<file path="config.mk">
export PLATFORM = sky130hd
export DESIGN_NAME = usb_bus_bridge_flat
export DESIGN_NICKNAME = d
export VERILOG_FILES = /design/src/rtl/usb_bus_bridge_if.sv /design/src/rtl/usb_bus_bridge.sv /design/src/flat_wrapper.sv
export SDC_FILE = /design/constraint.sdc
export NUM_CORES = 1
export LEC_CHECK = 0
export ABC_AREA = 1
export BUFFER_PORTS_ARGS = -buffer_cell sky130_fd_sc_hd__buf_2
export CAP_MARGIN = 20
export CORE_MARGIN = 2
export CORE_UTILIZATION = 35
export CTS_CLUSTER_SIZE = 30
export DETAILED_ROUTE_END_ITERATION = 8
export PLACE_DENSITY_LB_ADDON = 0.15
export SYNTH_ARGS = -nofsm -noshare
export SYNTH_HDL_FRONTEND = slang
export SYNTH_SLANG_ARGS = --single-unit
</file>
<file path="constraint.sdc">
create_clock -name clk -period 1.8 [get_ports clk]
set_clock_uncertainty 0.15 [all_clocks]
set_input_delay 0.36 -clock clk [delete_from_list [all_inputs] [get_ports clk]]
set_output_delay 0.36 -clock clk [all_outputs]
set_load 0.05 [all_outputs]
</file>
<file path="src/rtl/usb_bus_bridge_if.sv">
// rtl/usb_bus_bridge_if.sv - CPU, CSR bus and endpoint buffer signals of the USB bus bridge
interface usb_bus_bridge_if;
  logic        cpu_valid;
  logic [15:0] cpu_addr;
  logic [31:0] cpu_wdata;
  logic [3:0]  cpu_wstrb;
  logic        cpu_ready;
  logic [31:0] cpu_rdata;
  logic [11:0] bus_addr;
  logic [15:0] bus_din;
  logic [15:0] bus_dout;
  logic        bus_cyc;
  logic        bus_we;
  logic        bus_ack;
  logic [8:0]  ep_tx_addr_0;
  logic [31:0] ep_tx_data_0;
  logic        ep_tx_we_0;
  logic [8:0]  ep_rx_addr_0;
  logic        ep_rx_re_0;
  logic [31:0] ep_rx_data_1;
  logic        err_timeout;
  logic        err_clr;

  // slave is the bridge itself; master is the surrounding CPU and USB core
  modport slave (
    input  cpu_valid, cpu_addr, cpu_wdata, cpu_wstrb, bus_dout, bus_ack, ep_rx_data_1, err_clr,
    output cpu_ready, cpu_rdata, bus_addr, bus_din, bus_cyc, bus_we,
           ep_tx_addr_0, ep_tx_data_0, ep_tx_we_0, ep_rx_addr_0, ep_rx_re_0, err_timeout
  );

  modport master (
    output cpu_valid, cpu_addr, cpu_wdata, cpu_wstrb, bus_dout, bus_ack, ep_rx_data_1, err_clr,
    input  cpu_ready, cpu_rdata, bus_addr, bus_din, bus_cyc, bus_we,
           ep_tx_addr_0, ep_tx_data_0, ep_tx_we_0, ep_rx_addr_0, ep_rx_re_0, err_timeout
  );
endinterface

</file>
<file path="src/rtl/usb_bus_bridge.sv">
// rtl/usb_bus_bridge.sv - CPU word bus to USB core CSR, TX buffer and RX buffer bridge
module usb_bus_bridge #(
  parameter int unsigned TIMEOUT = 63
) (
  input logic             clk,
  input logic             rst_n,
  usb_bus_bridge_if.slave bus
);
  typedef enum logic [1:0] {IDLE, CSR, RXRD, DONE} state_t;

  state_t      state_q, state_d;
  logic [7:0]  cnt_q, cnt_d;
  logic        rx_pend_q, rx_pend_d;
  logic        cpu_ready_d;
  logic [31:0] cpu_rdata_d;
  logic [11:0] bus_addr_d;
  logic [15:0] bus_din_d;
  logic        bus_cyc_d, bus_we_d;
  logic [8:0]  tx_addr_d, rx_addr_d;
  logic [31:0] tx_data_d;
  logic        tx_we_d, rx_re_d;
  logic        err_d;

  logic [1:0]  region;
  logic        is_wr;
  logic        accept;
  logic        cnt_expired;

  assign region      = bus.cpu_addr[15:14];
  assign is_wr       = |bus.cpu_wstrb;
  // The cpu_ready cycle still sees cpu_valid high, so it must not start a new access
  assign accept      = bus.cpu_valid && !bus.cpu_ready;
  assign cnt_expired = ({1'b0, cnt_q} + 9'd1) == 9'(TIMEOUT);

  always_comb begin
    state_d     = state_q;
    cnt_d       = cnt_q;
    rx_pend_d   = (state_q == RXRD);
    cpu_ready_d = 1'b0;
    cpu_rdata_d = bus.cpu_rdata;
    bus_addr_d  = bus.bus_addr;
    bus_din_d   = bus.bus_din;
    bus_cyc_d   = bus.bus_cyc;
    bus_we_d    = bus.bus_we;
    tx_addr_d   = bus.ep_tx_addr_0;
    tx_data_d   = bus.ep_tx_data_0;
    tx_we_d     = 1'b0;
    rx_addr_d   = bus.ep_rx_addr_0;
    rx_re_d     = 1'b0;
    err_d       = bus.err_timeout & ~bus.err_clr;

    case (state_q)
      IDLE: begin
        if (accept) begin
          case (region)
            2'b00: begin
              bus_cyc_d  = 1'b1;
              bus_addr_d = bus.cpu_addr[11:0];
              bus_din_d  = bus.cpu_wdata[15:0];
              bus_we_d   = is_wr;
              cnt_d      = 8'd0;
              state_d    = CSR;
            end
            2'b01: begin
              if (is_wr) begin
                tx_we_d   = 1'b1;
                tx_addr_d = bus.cpu_addr[8:0];
                tx_data_d = bus.cpu_wdata;
              end
              cpu_rdata_d = 32'h0;
              state_d     = DONE;
            end
            2'b10: begin
              if (is_wr) begin
                cpu_rdata_d = 32'h0;
                state_d     = DONE;
              end else begin
                rx_re_d   = 1'b1;
                rx_addr_d = bus.cpu_addr[8:0];
                state_d   = RXRD;
              end
            end
            default: begin
              cpu_rdata_d = 32'h0;
              state_d     = DONE;
            end
          endcase
        end
      end
      CSR: begin
        // An acknowledge arriving on the expiry cycle takes precedence over the timeout
        if (bus.bus_ack) begin
          cpu_rdata_d = {16'h0, bus.bus_dout};
          bus_cyc_d   = 1'b0;
          bus_we_d    = 1'b0;
          state_d     = DONE;
        end else if (cnt_expired) begin
          cpu_rdata_d = 32'hFFFF_FFFF;
          bus_cyc_d   = 1'b0;
          bus_we_d    = 1'b0;
          err_d       = 1'b1;
          state_d     = DONE;
        end else begin
          cnt_d = cnt_q + 8'd1;
        end
      end
      RXRD: begin
        state_d = DONE;
      end
      DONE: begin
        // RX buffer data becomes valid the cycle after the read enable, i.e. here
        if (rx_pend_q) begin
          cpu_rdata_d = bus.ep_rx_data_1;
        end
        cpu_ready_d = 1'b1;
        state_d     = IDLE;
      end
      default: begin
        state_d = IDLE;
      end
    endcase
  end

  always_ff @(posedge clk or negedge rst_n) begin
    if (!rst_n) begin
      state_q          <= IDLE;
      cnt_q            <= 8'd0;
      rx_pend_q        <= 1'b0;
      bus.cpu_ready    <= 1'b0;
      bus.cpu_rdata    <= 32'h0;
      bus.bus_addr     <= 12'h0;
      bus.bus_din      <= 16'h0;
      bus.bus_cyc      <= 1'b0;
      bus.bus_we       <= 1'b0;
      bus.ep_tx_addr_0 <= 9'h0;
      bus.ep_tx_data_0 <= 32'h0;
      bus.ep_tx_we_0   <= 1'b0;
      bus.ep_rx_addr_0 <= 9'h0;
      bus.ep_rx_re_0   <= 1'b0;
      bus.err_timeout  <= 1'b0;
    end else begin
      state_q          <= state_d;
      cnt_q            <= cnt_d;
      rx_pend_q        <= rx_pend_d;
      bus.cpu_ready    <= cpu_ready_d;
      bus.cpu_rdata    <= cpu_rdata_d;
      bus.bus_addr     <= bus_addr_d;
      bus.bus_din      <= bus_din_d;
      bus.bus_cyc      <= bus_cyc_d;
      bus.bus_we       <= bus_we_d;
      bus.ep_tx_addr_0 <= tx_addr_d;
      bus.ep_tx_data_0 <= tx_data_d;
      bus.ep_tx_we_0   <= tx_we_d;
      bus.ep_rx_addr_0 <= rx_addr_d;
      bus.ep_rx_re_0   <= rx_re_d;
      bus.err_timeout  <= err_d;
    end
  end
endmodule

</file>
<file path="src/flat_wrapper.sv">
// flat-port wrapper written by rule: the top's interface ports become plain ports
module usb_bus_bridge_flat 
#(
  parameter int unsigned TIMEOUT = 63
)
  (clk, rst_n, bus_cpu_valid, bus_cpu_addr, bus_cpu_wdata, bus_cpu_wstrb, bus_bus_dout, bus_bus_ack, bus_ep_rx_data_1, bus_err_clr, bus_cpu_ready, bus_cpu_rdata, bus_bus_addr, bus_bus_din, bus_bus_cyc, bus_bus_we, bus_ep_tx_addr_0, bus_ep_tx_data_0, bus_ep_tx_we_0, bus_ep_rx_addr_0, bus_ep_rx_re_0, bus_err_timeout);
  usb_bus_bridge_if bus_i ();
  input logic clk;
  input logic rst_n;
  input wire logic [$bits(bus_i.cpu_valid)-1:0] bus_cpu_valid;
  input wire logic [$bits(bus_i.cpu_addr)-1:0] bus_cpu_addr;
  input wire logic [$bits(bus_i.cpu_wdata)-1:0] bus_cpu_wdata;
  input wire logic [$bits(bus_i.cpu_wstrb)-1:0] bus_cpu_wstrb;
  input wire logic [$bits(bus_i.bus_dout)-1:0] bus_bus_dout;
  input wire logic [$bits(bus_i.bus_ack)-1:0] bus_bus_ack;
  input wire logic [$bits(bus_i.ep_rx_data_1)-1:0] bus_ep_rx_data_1;
  input wire logic [$bits(bus_i.err_clr)-1:0] bus_err_clr;
  output wire logic [$bits(bus_i.cpu_ready)-1:0] bus_cpu_ready;
  output wire logic [$bits(bus_i.cpu_rdata)-1:0] bus_cpu_rdata;
  output wire logic [$bits(bus_i.bus_addr)-1:0] bus_bus_addr;
  output wire logic [$bits(bus_i.bus_din)-1:0] bus_bus_din;
  output wire logic [$bits(bus_i.bus_cyc)-1:0] bus_bus_cyc;
  output wire logic [$bits(bus_i.bus_we)-1:0] bus_bus_we;
  output wire logic [$bits(bus_i.ep_tx_addr_0)-1:0] bus_ep_tx_addr_0;
  output wire logic [$bits(bus_i.ep_tx_data_0)-1:0] bus_ep_tx_data_0;
  output wire logic [$bits(bus_i.ep_tx_we_0)-1:0] bus_ep_tx_we_0;
  output wire logic [$bits(bus_i.ep_rx_addr_0)-1:0] bus_ep_rx_addr_0;
  output wire logic [$bits(bus_i.ep_rx_re_0)-1:0] bus_ep_rx_re_0;
  output wire logic [$bits(bus_i.err_timeout)-1:0] bus_err_timeout;
  assign bus_i.cpu_valid = bus_cpu_valid;
  assign bus_i.cpu_addr = bus_cpu_addr;
  assign bus_i.cpu_wdata = bus_cpu_wdata;
  assign bus_i.cpu_wstrb = bus_cpu_wstrb;
  assign bus_i.bus_dout = bus_bus_dout;
  assign bus_i.bus_ack = bus_bus_ack;
  assign bus_i.ep_rx_data_1 = bus_ep_rx_data_1;
  assign bus_i.err_clr = bus_err_clr;
  assign bus_cpu_ready = bus_i.cpu_ready;
  assign bus_cpu_rdata = bus_i.cpu_rdata;
  assign bus_bus_addr = bus_i.bus_addr;
  assign bus_bus_din = bus_i.bus_din;
  assign bus_bus_cyc = bus_i.bus_cyc;
  assign bus_bus_we = bus_i.bus_we;
  assign bus_ep_tx_addr_0 = bus_i.ep_tx_addr_0;
  assign bus_ep_tx_data_0 = bus_i.ep_tx_data_0;
  assign bus_ep_tx_we_0 = bus_i.ep_tx_we_0;
  assign bus_ep_rx_addr_0 = bus_i.ep_rx_addr_0;
  assign bus_ep_rx_re_0 = bus_i.ep_rx_re_0;
  assign bus_err_timeout = bus_i.err_timeout;
  usb_bus_bridge #(.TIMEOUT(TIMEOUT)) u_core (.clk(clk), .rst_n(rst_n), .bus(bus_i));
endmodule
</file>
==> metrics.txt <==
status finished, violations left; failing checks negative setup slack; root buf cell clkbuf_16; reg2reg start u_core.cnt_q[0]; Mapped Area 5670 um^2; Primary FF master, synth dfrtp_1; post-DR vias/cell 4.70; synthesized area per cell 9.07 um^2; post-synth cell types 32; GRT overflow 0; Slew Limit Fails 0; residual DRC count 0; total track usage 18.9%; HPWL after DPL 11600 um; drt first pass iters 5; Seq pwr share 26.2%; switch share 48.9%; row count 46; DP Worst Slack -158 ps; H-tree Lvls 4; startpoint types flip-flop; Critical Path Fanout Max 19; TritonCTS Buffers 17; die height 131 um; Final WS setup -126 ps; Final nets 1014; synthesized flop and latch total 127; P_int 0.00898 W; Wirelength per Cell 14.3 um; Inst Count DP 1074; HP Class in -> reg; depth of the worst register-to-register path 11; vias after detailed routing 5328; cells after synthesis 625; share of cells above drive strength 1 40.7%; cell leakage power 4.58 nW; Sw Pwr 0.00860 W; clock sinks 127; most frequent CP cell nand3_4; Tcrit/Tclk final 107%; Core Footprint 15900 um^2; Hold Path Origin bus_cpu_wdata[24]; Tightest Pin Transition 366 ps; final core utilization 52.9%; hold slack 19.9 ps; Post-synth ARST share 100%; Final setup violation count 45; final hold violations 0; combinational share of power 52.9%; most common cell after layout, fill and taps aside nand2_1; Filler cells 1526; DR iter-0 viols 260; largest net degree at the start of global routing 41; sequential share of the synthesized area 56.0%; maximum capacitance violations 0; Crit-path slowest cell dfrtp_1; clk buf depth 2; syn_nets 736; WL final 16200 um; Post-synth EDFFs 0; flop2flop setup slack -130 ps; crit path DAT 2070 ps; hold path depth 3; WHS Endpoint u_core.bus.ep_tx_data_0[24]; RSZ-0062 raised after global routing true; Port Buffer Count 218; reg2reg end u_core.bus.cpu_rdata[25]; CP endpoint kind flip-flop; Setup TNS Final -4570 ps; initial antenna violation count 2; max frequency 519 MHz; most frequent cells in the layout 233 x nand2_1, 217 x buf_2, 124 x dfrtp_1; CP peak stage delay 420 ps; Worst-path clk slew 60 ps; Starting Density 35.7%; Area growth syn-to-layout 48.1%; Die ar. 17200 um^2; Yosys warning count 0; vias in the first global route 5422; Final Critical Period 1930 ps; Horiz. Die Dim 131 um; crit path cell chain ha_4 > nand3_4 > o21ai_4 > nand2_2 > nor2_4 > nand3_4 > nand2_8 > nand3_4 > buf_12 > nand2_1 > nand2_1; kind of critical path reg -> reg; GPL Wtd Cong 0.798; first-pass GRT wire length 26500 um; Worst-Skew Late Latency 410 ps; total I/O pin count 221; worst relative slew slack 75.4%; CTS tree built; Req. time, crit path 1950 ps; Pwr per Cell Area 2090 nW/um^2; Final ANT Viol Nets 0; Post-Layout Cell Count 1134; peak supply drop 0.00109 V; Clk pwr share 20.9%
## worst max-delay path by stage
| stage | startpoint | to | slack [ps] | cells past startpoint |
|---|---|---|---|---|
| global placement | u_core.state_q[0] | u_core.bus.cpu_rdata[28] | -100 | 10 |
| global route | u_core.cnt_q[0] | u_core.bus.cpu_rdata[25] | -260 | 11 |
| CTS | u_core.cnt_q[0] | u_core.bus.cpu_rdata[25] | -120 | 11 |
| detailed placement | u_core.state_q[0] | u_core.bus.cpu_rdata[25] | -160 | 10 |
| finish | u_core.cnt_q[0] | u_core.bus.cpu_rdata[25] | -130 | 11 |
| floorplan | u_core.state_q[0] | u_core.bus.cpu_rdata[10] | -20 | 10 |
## power by group through the flow
stage / clock, W / sequential, W / combinational [W]
finish: 0.00368 / 0.00460 / 0.00930
global route: 0.00389 / 0.00476 / 0.00997
floorplan: 0 / 0.00828 / 0.00289
detailed placement: 0 / 0.00461 / 0.00910
global placement: 0 / 0.00456 / 0.00897
CTS: 0.00376 / 0.00459 / 0.00918
## metal layers
metal  vias up  GRT usage, %  share of wire [%]
met4         0          8.09                2.5
met1      2501          22.4                 41
met5         -             0                  0
met3        31          4.55                5.5
li1       2606             -                  -
met2       190          32.6                 51
## flip-flops by register name, summed over array words and instances, names as in the netlist, 2 cells and up
name / cells
u_core.state_q: 2
u_core.bus.bus_addr: 12
u_core.bus.ep_tx_data_0: 32
u_core.cnt_q: 8
u_core.bus.bus_din: 16
u_core.bus.ep_rx_addr_0: 9
u_core.bus.cpu_rdata: 32
u_core.bus.ep_tx_addr_0: 9
## what timing repair did
action	CTS	global route
hold buffers	16	0
pin swaps	2	5
gates resized for setup	7	35
setup buffers	4	5
hold endpoints to repair	34	0
endpoints found under the setup margin	105	113
gates cloned	0	1
## critical path: cells and delay by family (launching register included)
family | cells | cell delay (ps)
adder cells (fa/ha/maj) | 1 | 190
AND/OR/NAND/NOR | 8 | 700
buffers and inverters | 1 | 170
flip-flops | 1 | 420
AO/OA/AOI/OAI | 1 | 180
## synthesized netlist by cell type, types with 2 or more instances
| master | n | share of area (%) |
|---|---|---|
| a21oi_1 | 6 | 0.53 |
| a221o_2 | 15 | 3.0 |
| buf_1 | 2 | 0.13 |
| buf_2 | 2 | 0.18 |
| buf_6 | 4 | 0.79 |
| clkbuf_1 | 19 | 1.3 |
| clkbuf_8 | 7 | 1.7 |
| clkinv_1 | 2 | 0.13 |
| dfrtp_1 | 127 | 56 |
| ha_1 | 6 | 1.3 |
| inv_1 | 38 | 2.5 |
| inv_2 | 2 | 0.13 |
| mux2_2 | 3 | 0.60 |
| nand2_1 | 242 | 16 |
| nand2_2 | 4 | 0.44 |
| nand3_1 | 4 | 0.35 |
| nand3_2 | 2 | 0.35 |
| nand3_4 | 2 | 0.62 |
| nand4_1 | 40 | 4.4 |
| nor2_1 | 18 | 1.2 |
| nor2_2 | 3 | 0.33 |
| nor2_4 | 3 | 0.60 |
| o21ai_0 | 57 | 5.0 |
| o21ai_1 | 7 | 0.62 |
| xor2_1 | 3 | 0.46 |
## per-stage QoR
stage / cell area, um^2 / total power (W)
2_1_floorplan: 5690 / 0.0112
3_3_place_gp: 7360 / 0.0135
3_5_place_dp: 7360 / 0.0137
4_1_cts: 8210 / 0.0175
5_1_grt: 8400 / 0.0186
6_report: 8400 / 0.0176
## area by class of cell
| type | instances | area (um^2) | share of cell area, % |
|---|---|---|---|
| antenna | 2 | 5.00 | 0.0596 |
| tap | 216 | 270 | 3.22 |
| sequential | 127 | 3180 | 37.9 |
| timing repair buffer | 294 | 1910 | 22.7 |
| inverter | 42 | 164 | 1.95 |
| clock buffer | 17 | 425 | 5.06 |
| clock inverter | 15 | 208 | 2.47 |
| multi-input combinational | 421 | 2240 | 26.7 |
## kinds of logic (layout without fill, tap and decap cells)
kind of cell	Yosys count	after routing	share of synthesized area [%]
buffers and inverters	77	368	6.97
AO/OA/AOI/OAI	89	89	9.73
other	0	2	0
AND/OR/NAND/NOR	320	320	24.9
XOR/XNOR	3	3	0.463
adder cells (fa/ha/maj)	6	6	1.32
flip-flops	127	127	56.0
multiplexers	3	3	0.596
Note: power is estimated with default switching activity, not from simulation.
